===== src/rtl/lm70_pkg.sv =====
// Shared types and LM70 frame field positions for the LM70 SPI sequencer.
package lm70_pkg;

  typedef enum logic [2:0] {
    ST_IDLE  = 3'd0,
    ST_SETUP = 3'd1,
    ST_SHIFT = 3'd2,
    ST_HOLD  = 3'd3,
    ST_LATCH = 3'd4
  } state_t;

  localparam int TEMP_MSB = 15;
  localparam int INT_LSB  = 7;

  // Integer degrees from a raw frame; negative readings clamp to zero, fraction truncated.
  function automatic logic [7:0] lm70_int(input logic [15:0] raw);
    if (raw[TEMP_MSB]) begin
      return 8'd0;
    end else begin
      return raw[TEMP_MSB-1:INT_LSB];
    end
  endfunction

endpackage


===== src/rtl/lm70_sck_gen.sv =====
// SCK divider for the LM70 sequencer: toggles sck every SCK_DIV clocks while i_run is high,
// flags the edge that raises sck and the edge that completes 2*NBITS toggles.
module lm70_sck_gen #(
  parameter int SCK_DIV = 2,
  parameter int NBITS   = 16
) (
  input  logic clk,
  input  logic rst_n,
  input  logic i_run,
  output logic o_sck,
  output logic o_rise,
  output logic o_done
);

  localparam int DIV_W = $clog2(SCK_DIV + 1);
  localparam int TOG_W = $clog2(2 * NBITS + 1);

  logic [DIV_W-1:0] r_div_cnt;
  logic [TOG_W-1:0] r_tog_cnt;
  logic             r_sck;
  logic             w_toggle;

  assign w_toggle = i_run & (r_div_cnt == DIV_W'(SCK_DIV - 1));
  assign o_rise   = w_toggle & ~r_sck;
  assign o_done   = w_toggle & (r_tog_cnt == TOG_W'(2 * NBITS - 1));
  assign o_sck    = r_sck;

  // Divider and toggle counter; everything returns to idle-low as soon as i_run drops.
  always_ff @(posedge clk or negedge rst_n) begin
    if (!rst_n) begin
      r_div_cnt <= '0;
      r_tog_cnt <= '0;
      r_sck     <= 1'b0;
    end else if (!i_run) begin
      r_div_cnt <= '0;
      r_tog_cnt <= '0;
      r_sck     <= 1'b0;
    end else if (w_toggle) begin
      r_div_cnt <= '0;
      r_tog_cnt <= r_tog_cnt + TOG_W'(1);
      r_sck     <= ~r_sck;
    end else begin
      r_div_cnt <= r_div_cnt + DIV_W'(1);
    end
  end

endmodule


===== src/rtl/lm70_spi_sequencer.sv =====
// LM70 SPI read sequencer: one-shot or periodic reads, single-deep request queue.
// Optional LM70_AVG_EN: temp_int becomes the mean of the last four integer samples.
module lm70_spi_sequencer
  import lm70_pkg::*;
#(
  parameter int SCK_DIV  = 2,
  parameter int NBITS    = 16,
  parameter int CS_SETUP = 2,
  parameter int CS_HOLD  = 2,
  parameter int PERIOD   = 1000
) (
  input  logic        clk,
  input  logic        rst_n,
  input  logic        ena,
  input  logic        auto_en,
  input  logic        req,
  input  logic        sio,
  output logic        cs_n,
  output logic        sck,
  output logic        busy,
  output logic        temp_valid,
  output logic [15:0] temp_raw,
  output logic [7:0]  temp_int
);

  localparam int PER_W = $clog2(PERIOD + 1);
  localparam int CNT_W = $clog2(((CS_SETUP > CS_HOLD) ? CS_SETUP : CS_HOLD) + 1);

  state_t           r_state;
  logic [CNT_W-1:0] r_cnt;
  logic [PER_W-1:0] r_per_cnt;
  logic             r_pending;
  logic             r_cs_n;
  logic             r_busy;
  logic             r_temp_valid;
  logic [15:0]      r_shift;
  logic [15:0]      r_temp_raw;
  logic [7:0]       r_temp_int;

  logic             w_sck, w_rise, w_done, w_tick, w_trigger, w_start;
  logic [7:0]       w_new_int, w_int_nxt;

  assign w_tick    = auto_en & (r_per_cnt == PER_W'(PERIOD - 1));
  assign w_trigger = req | w_tick;
  assign w_start   = ena & (w_trigger | r_pending);
  assign w_new_int = lm70_int(r_shift);

  lm70_sck_gen #(
    .SCK_DIV (SCK_DIV),
    .NBITS   (NBITS)
  ) u_sck_gen (
    .clk    (clk),
    .rst_n  (rst_n),
    .i_run  (r_state == ST_SHIFT),
    .o_sck  (w_sck),
    .o_rise (w_rise),
    .o_done (w_done)
  );

  // Auto-sample period counter, parked at zero while auto sampling is off.
  always_ff @(posedge clk or negedge rst_n) begin
    if (!rst_n) begin
      r_per_cnt <= '0;
    end else if (!auto_en) begin
      r_per_cnt <= '0;
    end else if (r_per_cnt == PER_W'(PERIOD - 1)) begin
      r_per_cnt <= '0;
    end else begin
      r_per_cnt <= r_per_cnt + PER_W'(1);
    end
  end

`ifdef LM70_AVG_EN
  logic [7:0] r_h1, r_h2, r_h3;
  logic       r_hist_vld;
  logic [9:0] w_sum;

  // Until the first frame lands, the new sample stands in for the whole history.
  always_comb begin
    if (r_hist_vld) begin
      w_sum = {2'b00, w_new_int} + {2'b00, r_h1} + {2'b00, r_h2} + {2'b00, r_h3};
    end else begin
      w_sum = {w_new_int, 2'b00};
    end
  end

  assign w_int_nxt = w_sum[9:2];

  // History of the three previous integer samples, advanced on each latch.
  always_ff @(posedge clk or negedge rst_n) begin
    if (!rst_n) begin
      r_h1       <= 8'd0;
      r_h2       <= 8'd0;
      r_h3       <= 8'd0;
      r_hist_vld <= 1'b0;
    end else if (r_state == ST_LATCH) begin
      r_h1       <= w_new_int;
      r_h2       <= r_hist_vld ? r_h1 : w_new_int;
      r_h3       <= r_hist_vld ? r_h2 : w_new_int;
      r_hist_vld <= 1'b1;
    end else begin
      r_hist_vld <= r_hist_vld;
    end
  end
`else
  assign w_int_nxt = w_new_int;
`endif

  // Transaction FSM with registered chip select, busy, and result outputs.
  always_ff @(posedge clk or negedge rst_n) begin
    if (!rst_n) begin
      r_state      <= ST_IDLE;
      r_cnt        <= '0;
      r_pending    <= 1'b0;
      r_cs_n       <= 1'b1;
      r_busy       <= 1'b0;
      r_temp_valid <= 1'b0;
      r_shift      <= 16'h0000;
      r_temp_raw   <= 16'h0000;
      r_temp_int   <= 8'd0;
    end else begin
      r_temp_valid <= 1'b0;
      if (w_trigger && (r_state != ST_IDLE)) begin
        r_pending <= 1'b1;
      end
      case (r_state)
        ST_IDLE: begin
          r_cs_n <= 1'b1;
          if (w_start) begin
            r_state   <= ST_SETUP;
            r_cs_n    <= 1'b0;
            r_busy    <= 1'b1;
            r_pending <= 1'b0;
            r_cnt     <= '0;
          end
        end
        ST_SETUP: begin
          if (r_cnt == CNT_W'(CS_SETUP - 1)) begin
            r_state <= ST_SHIFT;
            r_cnt   <= '0;
          end else begin
            r_cnt <= r_cnt + CNT_W'(1);
          end
        end
        ST_SHIFT: begin
          if (w_rise) begin
            r_shift <= {r_shift[14:0], sio};
          end
          if (w_done) begin
            r_state <= ST_HOLD;
            r_cnt   <= '0;
          end
        end
        ST_HOLD: begin
          if (r_cnt == CNT_W'(CS_HOLD - 1)) begin
            r_state <= ST_LATCH;
            r_cs_n  <= 1'b1;
          end else begin
            r_cnt <= r_cnt + CNT_W'(1);
          end
        end
        ST_LATCH: begin
          r_temp_raw   <= r_shift;
          r_temp_int   <= w_int_nxt;
          r_temp_valid <= 1'b1;
          r_busy       <= 1'b0;
          r_state      <= ST_IDLE;
        end
        default: begin
          r_state <= ST_IDLE;
          r_cs_n  <= 1'b1;
          r_busy  <= 1'b0;
        end
      endcase
    end
  end

  assign cs_n       = r_cs_n;
  assign sck        = w_sck;
  assign busy       = r_busy;
  assign temp_valid = r_temp_valid;
  assign temp_raw   = r_temp_raw;
  assign temp_int   = r_temp_int;

endmodule


===== config.mk =====
export PLATFORM = sky130hd
export DESIGN_NAME = lm70_spi_sequencer
export DESIGN_NICKNAME = d
export VERILOG_FILES = /design/src/rtl/lm70_pkg.sv /design/src/rtl/lm70_sck_gen.sv /design/src/rtl/lm70_spi_sequencer.sv
export SDC_FILE = /design/constraint.sdc
export NUM_CORES = 1
export LEC_CHECK = 0
export BUFFER_PORTS_ARGS = -buffer_cell sky130_fd_sc_hd__buf_4
export CAP_MARGIN = 20
export CORE_ASPECT_RATIO = 2
export CORE_MARGIN = 4
export CORE_UTILIZATION = 50
export DETAILED_ROUTE_END_ITERATION = 16
export PLACE_DENSITY = 0.7
export SETUP_SLACK_MARGIN = 0.15
export SYNTH_ARGS = -nofsm -noshare
export SYNTH_HDL_FRONTEND = slang
export SYNTH_SLANG_ARGS = --single-unit

===== constraint.sdc =====
create_clock -name clk -period 4.5 [get_ports clk]
set_input_delay 0.9 -clock clk [delete_from_list [all_inputs] [get_ports clk]]
set_output_delay 0.9 -clock clk [all_outputs]
set_load 0.005 [all_outputs]

Word level (Yosys, flattened, before mapping) --
Index checks and enable logic that the tools add are counted.
Operators by class: shifts and indexed selects 0, $mul 0, eq/ne operators 14, reduce and logical (&&, ||, !) cells 11, $add $sub $neg 4, div/mod/pow operators 0, bitwise gates (word level) 10, multiplexer cells 28, order comparisons 0
Operator list (number):
- $mux 10 | 2
- $mux 2 | 6
- $mux 3 | 4
- $mux 6 | 2
- $ne 2x2->1 const B | 6
- $pmux 3 s4 | 1
- $add 10x1->10 const B | 1
- $eq 10x10->1 const B | 1
- $mux 1 | 9
- $mux 8 | 1
- $pmux 2 s4 | 1
- $reduce_and 4->1 | 2
- $add 6x1->6 const B | 1
- $eq 3x2->1 const B | 2
- $eq 6x5->1 const B | 1
- $reduce_and 2->1 | 3
- $reduce_or 3->1 | 2
- $and 1x1->1 | 5
- $add 2x1->2 const B | 2
- $eq 2x1->1 const B | 2
- $reduce_bool 4->1 | 1
- $eq 3x1->1 const B | 1
- $eq 3x3->1 const B | 1
- $logic_not 3->1 | 1
- other kinds (6) | 9
Storage, ports and cells: word-level logic and storage cells 80, output and inout port bits 28, memories kept 0, ROM bits 0, flip-flop bits (word level) 68, bits in writable memories 0, input bits 6, bits in latches 0

Longest topological paths before layout --
Gate-level depths: netlist of run 1.
depth in word-level cells 7, depth in mapped cells 7, mapped depth without buffers 6

Modules after synthesis --
From an unflattened synthesis of run 1, not the netlist that was laid out.
Second synthesis, totals: cell total of the unflattened synthesis 244, area total of the unflattened synthesis 2947.8 um^2
By module, submodules not included:
- lm70_spi_sequencer | area each 2489.9 um^2, times used 1, seq. area each 1477.7 um^2, cells an instance 203
- lm70_sck_gen | area each 457.9 um^2, times used 1, seq. area each 225.2 um^2, cells an instance 41

Least setup slack after synthesis of run 1 --
Ideal clock, no wire load.
path type register to register, start register r_state[2], end register r_shift[0], setup time 0.125 ns, arrival 1.912 ns, cell stages (with the launch flop) 8, path buffers 4, data required time 4.375 ns, slack 2.463 ns, clock period less this slack 2.037 ns, path through dfrtp_1 -> buf_6 -> or3b_1 -> buf_6 -> or3b_1 -> buf_6 -> buf_12 -> mux2_4
Between the ends: word-level cells in the longest chain between the ends 4
Ends and longest elaborated chain:
- start: declaration | RTL line lm70_spi_sequencer.sv:29 | state_t r_state;
- start signal: assignment | RTL line lm70_spi_sequencer.sv:112 | r_state <= ST_IDLE;
- start signal: assignment | RTL line lm70_spi_sequencer.sv:130 | r_state <= ST_SETUP;
- start signal: assignment | RTL line lm70_spi_sequencer.sv:139 | r_state <= ST_SHIFT;
- $eq 3x2->1 (*) | RTL line lm70_spi_sequencer.sv:54, lm70_spi_sequencer.sv:126
- $and 1x1->1 | RTL line lm70_sck_gen.sv:23 | assign w_toggle = i_run & (r_div_cnt == DIV_W'(SCK_DIV - 1));
- $and 1x1->1 | RTL line lm70_sck_gen.sv:24 | assign o_rise = w_toggle & ~r_sck;
- $reduce_and 2->1 (no source line) (*)
- end signal: assignment | RTL line lm70_spi_sequencer.sv:147 | r_shift <= {r_shift[14:0], sio};
- end: declaration | RTL line lm70_spi_sequencer.sv:36 | logic [15:0] r_shift;
Every way passes the cells marked *; elsewhere a longest branch is shown, timed or not. A chain may end at the register's enable or synchronous reset.

Worst setup path after layout of run 1 --
start register r_state[1], end register r_shift[13]
The elaborated chain is that of the path after synthesis.

==> results.rst, run 1 <==
.. list-table::
   :header-rows: 1

   * - Metric
     - Value
   * - Status
     - completed
   * - Min cycle time layout
     - 2.33 ns
   * - Final sum of negative setup slack
     - 0 ns
   * - Most numerous cell in the Yosys netlist
     - sky130_fd_sc_hd__dfrtp_1
   * - Critical path buffer and inverter count
     - 0
   * - Share of cells above drive strength 1
     - 0.299
   * - Combined global-route utilization of all metal layers
     - 0.156
   * - CTS sink cnt
     - 68
   * - Clock Skews
     - 0.00585 ns
   * - Total Routed Length
     - 4990 um
   * - CP Launch Type
     - register
   * - Detail-routed net length per standard cell
     - 14.7 um
   * - Critical Path End Type
     - register
   * - Slowest CP cell
     - sky130_fd_sc_hd__or3b_1
   * - Final Cell Area
     - 0.00347 mm2
   * - Total die area
     - 0.00722 mm2
   * - CTS tree
     - done
   * - CP Data Arrival Time
     - 2.54 ns
   * - Initial antenna violation count
     - 0
   * - Resized Gates After CTS
     - 0
   * - Synth cell count leaders
     - sky130_fd_sc_hd__dfrtp_1, sky130_fd_sc_hd__mux2_2, sky130_fd_sc_hd__nor2_1
   * - Final Hold Violating Endpoints
     - 0
   * - Top fanout value on the critical path
     - 16
   * - Unrepaired setup endpoints after global routing
     - false
   * - Yosys warning total
     - 0
   * - Pre-CTS WS
     - 2.16 ns
   * - Predominant post-synthesis flop cell
     - sky130_fd_sc_hd__dfrtp_1
   * - Die width
     - 62.1 um
   * - Mapped Avg Cell Area
     - 12.4 um2
   * - Crit path largest cell delay
     - 0.74 ns
   * - Depth of the CTS H-tree
     - 3
   * - Finish-stage setup viols
     - 0
   * - Worst vdd ir
     - 0.383 mV
   * - Final Slew Violations
     - 0
   * - Worst path most repeated cell
     - sky130_fd_sc_hd__or3b_1
   * - Antenna viol nets, final
     - 0
   * - Share of the cycle needed by the critical path after routing
     - 0.519
   * - Total of max-cap violations
     - 0
   * - Final Net Count
     - 283
   * - Number of placement rows
     - 39
   * - Iteration count of the initial detailed-routing pass
     - 4
   * - Register bit count reported by yosys
     - 68
   * - Cells taking the most area after synthesis
     - sky130_fd_sc_hd__dfrtp_1, sky130_fd_sc_hd__mux2_2, sky130_fd_sc_hd__mux2_4
   * - Area share of the largest cell type after synthesis
     - 0.572
   * - Category of cells accounting for the largest share of critical-path delay
     - simple AND/OR/NAND/NOR gates
   * - Antenna Diode Count
     - 0
   * - Worst-case clock buffer depth
     - 2
   * - Remaining global-route overflow
     - 0
   * - Total power after layout
     - 1.28 mW
   * - Synthesis-to-finish area growth
     - 18.5%
   * - Area taken by multi-input logic gates
     - 0.00112 mm2
   * - Maximum number of pins on one net before global-route repair
     - 69
   * - Data required time of the worst path
     - 4.71 ns
   * - Placer congestion estimate
     - 0.766
   * - Post-layout worst setup margin
     - 2.17 ns
   * - Library cell occupying the most area in the post-synthesis netlist
     - sky130_fd_sc_hd__dfrtp_1
   * - Setup CP Type
     - reg2reg
   * - Sequential fraction of the synthesis area
     - 0.581
   * - Die Ht
     - 116 um
   * - Post-synthesis instance area
     - 0.00293 mm2
   * - Master cell of the clock root buffer
     - sky130_fd_sc_hd__clkbuf_16
   * - Starting DRT DRC Count
     - 110
   * - # Post-CTS Setup Buffers
     - 0
   * - Count of vias placed by the detailed router
     - 1,798
   * - Num ports
     - 34
   * - Leakage power summed over all cells
     - 1.75 nW
   * - Fraction of registers with async set or reset after synthesis
     - 1.00
   * - Number of buffer cells added on primary ports
     - 33
   * - Class of the most critical hold timing path
     - reg2reg
   * - Core region area
     - 0.00571 mm2
   * - Global-route wire length before repair
     - 8760 um
   * - Register cell area after layout
     - 0.00170 mm2
   * - Distinct cells, synth
     - 36
   * - Syn nets
     - 247
   * - Pwr per Cell Area
     - 369 mW/mm2
   * - Area after DPL
     - 0.00317 mm2
   * - Fill cell total of the finished layout
     - 475
   * - Clock-pin slew on the worst setup and hold paths
     - 0.05 ns
   * - Skew-Pair Late Insertion Delay
     - 0.33 ns
   * - EDFF count, synth
     - 0
   * - DRC violation count after routing
     - 0
   * - Via density per instance
     - 5.30
   * - Dpl hpwl
     - 3340 um
   * - Number of global-route vias before repair
     - 1,847
   * - TritonCTS buffer count
     - 9
   * - Core Util, Final
     - 0.608
   * - Worst-Margin Slew
     - 1.01 ns
   * - Cells along the critical path
     - or3b_1 > or3b_1 > mux2_4
   * - Count of hold-fix buffers inserted at cts
     - 0
   * - Maximum operating frequency
     - 0.428 GHz
   * - Initial core utilization
     - 0.513
   * - Worst-case headroom to the max-slew limit
     - 0.322
   * - Cells after Synth
     - 237
[cells in the final DEF, fill, tap and decap left out, types with 2 or more instances in the layout]
| master | netlist | final |
|---|---|---|
| sky130_fd_sc_hd__nand4_1 | 4 | 4 |
| sky130_fd_sc_hd__a31oi_1 | 3 | 3 |
| sky130_fd_sc_hd__xnor2_1 | 4 | 4 |
| sky130_fd_sc_hd__nand2b_1 | 11 | 11 |
| sky130_fd_sc_hd__xor2_1 | 10 | 10 |
| sky130_fd_sc_hd__nand2_1 | 18 | 18 |
| sky130_fd_sc_hd__inv_1 | 8 | 8 |
| sky130_fd_sc_hd__dfrtp_1 | 67 | 67 |
| sky130_fd_sc_hd__a21oi_1 | 3 | 3 |
| sky130_fd_sc_hd__mux2_2 | 24 | 24 |
| sky130_fd_sc_hd__nor4_1 | 2 | 2 |
| sky130_fd_sc_hd__or3b_1 | 2 | 2 |
| sky130_fd_sc_hd__clkbuf_16 | 0 | 9 |
| sky130_fd_sc_hd__ha_1 | 4 | 4 |
| sky130_fd_sc_hd__nor2_1 | 24 | 24 |
| sky130_fd_sc_hd__nand3_1 | 4 | 4 |
| sky130_fd_sc_hd__clkinv_2 | 0 | 2 |
| sky130_fd_sc_hd__clkbuf_1 | 4 | 2 |
| sky130_fd_sc_hd__nor3_1 | 2 | 2 |
| sky130_fd_sc_hd__mux2_4 | 10 | 10 |
| sky130_fd_sc_hd__o21ai_0 | 12 | 12 |
| sky130_fd_sc_hd__clkinvlp_4 | 0 | 2 |
| sky130_fd_sc_hd__mux2i_1 | 2 | 2 |
| sky130_fd_sc_hd__buf_4 | 0 | 33 |
[metal layers]
metal | vias to the layer above | global-route usage | part of all wire
met5 | - | 0 | 0
li1 | 877 | - | -
met4 | 0 | 0.0999 | 0.029
met3 | 11 | 0.0510 | 0.045
met2 | 39 | 0.263 | 0.52
met1 | 871 | 0.167 | 0.41
[cells by family after synthesis]
kind of cell             synth area share
AND/OR/NAND/NOR                     0.126
flip-flops                          0.581
multiplexers                        0.150
AO/OA/AOI/OAI                      0.0457
buffers and inverters              0.0376
XOR/XNOR                           0.0418
adder cells (fa/ha/maj)            0.0171
[report_power, final]
part / switching, mW / internal, mW
Clock: 0.237 / 0.385
Sequential: 0.00972 / 0.620
Combinational: 0.0185 / 0.0122
[layout make-up]
type	instances	share of cell area
Clock buffer	12	0.0710
Sequential cell	68	0.490
Inverter	8	0.00865
Tap cell	61	0.0220
Clock inverter	4	0.00720
Timing Repair Buffer	34	0.0793
Multi-Input combinational cell	152	0.322
[metrics by stage]
stage                     hold WS (ns)  instances
after floorplan                  0.402        237
after CTS                        0.450        338
after detailed placement         0.415        322
after global placement           0.413        322
final                            0.439        339
after global routing             0.472        339
[sequential cells by signal, indices dropped and copies added (netlist names)]
name,cells
r_per_cnt,10
u_sck_gen.r_div_cnt,2
r_cnt,2
temp_valid,1
r_state,3
u_sck_gen.r_tog_cnt,6
r_pending,1
cs_n,1
temp_raw,16
busy,1
u_sck_gen.o_sck,1
temp_int,8
r_shift,16
[path summary, 6_finish.rpt]
path / slack, ns / startpoint / cells past startpoint / to
max: 2.17 / r_state[1] / 3 / r_shift[13]
min reg2reg: 0.44 / u_sck_gen.r_div_cnt[0] / 1 / u_sck_gen.r_div_cnt[0]
min: 0.44 / u_sck_gen.r_div_cnt[0] / 1 / u_sck_gen.r_div_cnt[0]
max in group asynchronous: 3.29 / rst_n / 1 / r_per_cnt[1]
min in group asynchronous: 0.66 / rst_n / 1 / temp_raw[7]
max reg2reg: 2.17 / r_state[1] / 3 / r_shift[13]
[worst reg2reg max path, cell delays in order, from the launching register on]
cell and delay [ns]:
sky130_fd_sc_hd__dfrtp_1 0.51, sky130_fd_sc_hd__or3b_1 0.55, sky130_fd_sc_hd__or3b_1 0.74, sky130_fd_sc_hd__mux2_4 0.42
Power figures use the tool's default switching activity.
==> run 2: changes to the inputs <==
Settings changed: PLACE_DENSITY 0.7 to 0.73.
Clock period 4.5 ns to 1.9 ns, I/O delays scaled along.
==> run 2 against run 1 <==
Non-clock buffer count rose by 17. Combinational power increased to 3.0 times the previous value. Clock-buffer cell count stayed put. Core utilization up 3.3 points. Worst setup slack got worse by 2.0 ns. Critical path type unchanged. Die area stayed put.
==> results.rst, run 2 (same netlist as run 1, synthesis figures left out) <==
.. list-table::
   :header-rows: 1

   * - Metric
     - Value
   * - Synthesis-to-finish area growth
     - 25.0% (was 18.5%)
   * - Worst Hold Launch
     - ena (was u_sck_gen.r_div_cnt[0])
   * - DRC violation count after routing
     - 0 (unchanged)
   * - Status
     - completed (unchanged)
   * - Clock Skews
     - 0.00403 ns (was 0.00585 ns)
   * - Critical Path End Type
     - register (unchanged)
   * - CP Launch Type
     - register (unchanged)
   * - Cells on worst reg2reg path
     - 4 (was 3)
   * - Share of cells above drive strength 1
     - 0.356 (was 0.299)
   * - Dpl hpwl
     - 3680 um (was 3340 um)
   * - Master cell of the clock root buffer
     - sky130_fd_sc_hd__clkbuf_16 (unchanged)
   * - Via density per instance
     - 5.35 (was 5.30)
   * - Relative contribution of combinational cells to total power
     - 0.028 (was 0.024)
   * - Die Ht
     - 116 um (unchanged)
   * - Worst vdd ir
     - 1.00 mV (was 0.383 mV)
   * - Class of the most critical hold timing path
     - in2reg (was reg2reg)
   * - Antenna Diode Count
     - 0 (unchanged)
   * - Worst-case clock buffer depth
     - 2 (unchanged)
   * - Initial core utilization
     - 0.513 (unchanged)
   * - Die width
     - 62.1 um (unchanged)
   * - Finish-stage setup viols
     - 0 (unchanged)
   * - Core Util, Final
     - 0.642 (was 0.608)
   * - Unrepaired setup endpoints after global routing
     - true (was false)
   * - Number of buffer cells added on primary ports
     - 33 (unchanged)
   * - Pre-CTS WS
     - 0.0995 ns (was 2.16 ns)
   * - Detail-routed net length per standard cell
     - 14.7 um (about the same)
   * - Antenna viol nets, final
     - 0 (unchanged)
   * - Initial antenna violation count
     - 0 (unchanged)
   * - Top fanout value on the critical path
     - 16 (unchanged)
   * - Remaining global-route overflow
     - 0 (unchanged)
   * - Sw frac
     - 0.200 (was 0.207)
   * - CTS tree
     - done (unchanged)
   * - Setup CP Type
     - reg2reg (unchanged)
   * - TritonCTS buffer count
     - 9 (unchanged)
   * - Final Net Count
     - 300 (was 283)
   * - Most frequent cells in the layout
     - sky130_fd_sc_hd__dfrtp_1, sky130_fd_sc_hd__buf_4, sky130_fd_sc_hd__nor2_1, sky130_fd_sc_hd__mux2_2, sky130_fd_sc_hd__nand2_1 (unchanged)
   * - Number of global-route vias before repair
     - 1,902 (was 1,847)
   * - Cell Count Post-Placement
     - 334 (was 322)
   * - Total internal power
     - 2.59 mW (was 1.02 mW)
   * - Worst Hold Path Cells
     - 2 (was 1)
   * - Startpoint of the worst-slack reg-to-reg timing path
     - r_state[2] (was r_state[1])
   * - Num ports
     - 34 (unchanged)
   * - Detailed-routing wirelength on met1
     - 2030 um (was 2040 um)
   * - CP Data Arrival Time
     - 1.97 ns (was 2.54 ns)
   * - Starting DRT DRC Count
     - 116 (was 110)
   * - Global-route wire length before repair
     - 8830 um (was 8760 um)
   * - Core region area
     - 0.00571 mm2 (unchanged)
   * - Worst-case headroom to the max-slew limit
     - 0.768 (was 0.322)
   * - Total Routed Length
     - 5230 um (was 4990 um)
   * - Leading cell type in the layout, fill and taps excluded
     - sky130_fd_sc_hd__dfrtp_1 (unchanged)
   * - Register-to-Register Setup Slack
     - 0.14 ns (was 2.17 ns)
   * - Reg2reg end
     - r_shift[13] (unchanged)
   * - Final sum of negative setup slack
     - 0 ns (unchanged)
   * - Pwr per Cell Area
     - 885 mW/mm2 (was 369 mW/mm2)
   * - Share of the cycle needed by the critical path after routing
     - 0.925 (was 0.519)
   * - Min cycle time layout
     - 1.76 ns (was 2.33 ns)
   * - Worst-Margin Slew
     - 0.348 ns (was 1.01 ns)
   * - Total die area
     - 0.00722 mm2 (unchanged)
   * - Met3 wire length
     - 240 um (was 225 um)
   * - Combined global-route utilization of all metal layers
     - 0.160 (was 0.156)
   * - Count of vias placed by the detailed router
     - 1,905 (was 1,798)
   * - Clock network fraction of design power
     - 0.512 (was 0.485)
   * - Placer congestion estimate
     - 0.840 (was 0.766)
   * - Maximum number of pins on one net before global-route repair
     - 35 (was 69)
   * - Iteration count of the initial detailed-routing pass
     - 4 (unchanged)
   * - Depth of the CTS H-tree
     - 3 (unchanged)
   * - Skew-Pair Late Insertion Delay
     - 0.33 ns (about the same)
   * - Maximum operating frequency
     - 0.569 GHz (was 0.428 GHz)
   * - Clock-pin slew on the worst setup and hold paths
     - 0.05 ns (about the same)
   * - CTS sink cnt
     - 68 (unchanged)
   * - Fill cell total of the finished layout
     - 465 (was 475)
   * - Final Hold Violating Endpoints
     - 0 (unchanged)
   * - Total power after layout
     - 3.24 mW (was 1.28 mW)
   * - Leakage power summed over all cells
     - 1.85 nW (was 1.75 nW)
   * - Worst-case hold path end point
     - cs_n (was u_sck_gen.r_div_cnt[0])
   * - Total of max-cap violations
     - 0 (unchanged)
   * - Data required time of the worst path
     - 2.12 ns (was 4.71 ns)
   * - Post-route insts no fill
     - 356 (was 339)
   * - Top Layer Used
     - met4 (unchanged)
   * - Part of the total power dissipated in sequential elements
     - 0.460 (was 0.491)
   * - Final Slew Violations
     - 0 (unchanged)
   * - Post-layout worst setup margin
     - 0.142 ns (was 2.17 ns)
   * - Detailed-routed wire length on met2
     - 2830 um (was 2580 um)
   * - Switching power summed over all nets
     - 649 uW (was 265 uW)
   * - Number of placement rows
     - 39 (unchanged)
-- run 2: area by class of cell --
type / count / area, um2 / area share
Clock inverter: 4 / 47.5 / 0.0130
Multi-Input combinational cell: 152 / 1130 / 0.310
Inverter: 8 / 30.0 / 0.00820
Timing Repair Buffer: 51 / 414 / 0.113
Clock buffer: 12 / 256 / 0.0700
Sequential cell: 68 / 1700 / 0.465
Tap cell: 61 / 76.3 / 0.0208
-- run 2: routing by layer --
metal,vias to the layer above,global-route usage
li1,914,-
met1,946,0.166
met2,36,0.276
met3,9,0.0616
met4,0,0.0868
met5,-,0
-- run 2: stage by stage --
| step | hold WS (ns) | instance area [um2] |
|---|---|---|
| final | 0.232 | 3660 |
| after global routing | 0.245 | 3660 |
| after CTS | 0.218 | 3640 |
| after detailed placement | 0.280 | 3290 |
| after global placement | 0.277 | 3290 |
| after floorplan | 0.0844 | 2930 |
-- run 2: worst max-delay path, stage by stage, from the launching register on --
cell                      delay (ns)
sky130_fd_sc_hd__dfrtp_1        0.38
sky130_fd_sc_hd__or3b_4         0.40
sky130_fd_sc_hd__or3b_4         0.39
sky130_fd_sc_hd__buf_12         0.17
sky130_fd_sc_hd__mux2_4         0.30
-- run 2: what timing repair did --
| item | in CTS | in global routing |
|---|---|---|
| gates resized for setup | 5 | 2 |
| buffers inserted | 2 | 3 |
| pin swaps | 2 | 3 |
| endpoints found under the setup margin | 12 | 18 |
| hold endpoints to repair | 19 | 0 |
| hold buffers | 1 | 0 |
-- run 2: worst max-delay path by stage --
stage / from / endpoint / cells past startpoint
floorplan: r_state[2] / r_shift[0] / 7
global placement: r_per_cnt[0] / r_cnt[1] / 5
detailed placement: r_per_cnt[0] / r_cnt[1] / 5
CTS: r_state[0] / r_shift[13] / 4
global route: r_state[2] / r_cnt[0] / 5
finish: r_state[2] / r_shift[13] / 4
-- run 2: power groups by stage --
| stage | combinational, mW | sequential [mW] | clock [mW] |
|---|---|---|---|
| 2_1_floorplan | 0.0325 | 1.51 | 0 |
| 3_3_place_gp | 0.0823 | 1.52 | 0 |
| 3_5_place_dp | 0.0851 | 1.52 | 0 |
| 4_1_cts | 0.0871 | 1.49 | 1.70 |
| 5_1_grt | 0.105 | 1.49 | 1.76 |
| 6_report | 0.0912 | 1.49 | 1.66 |
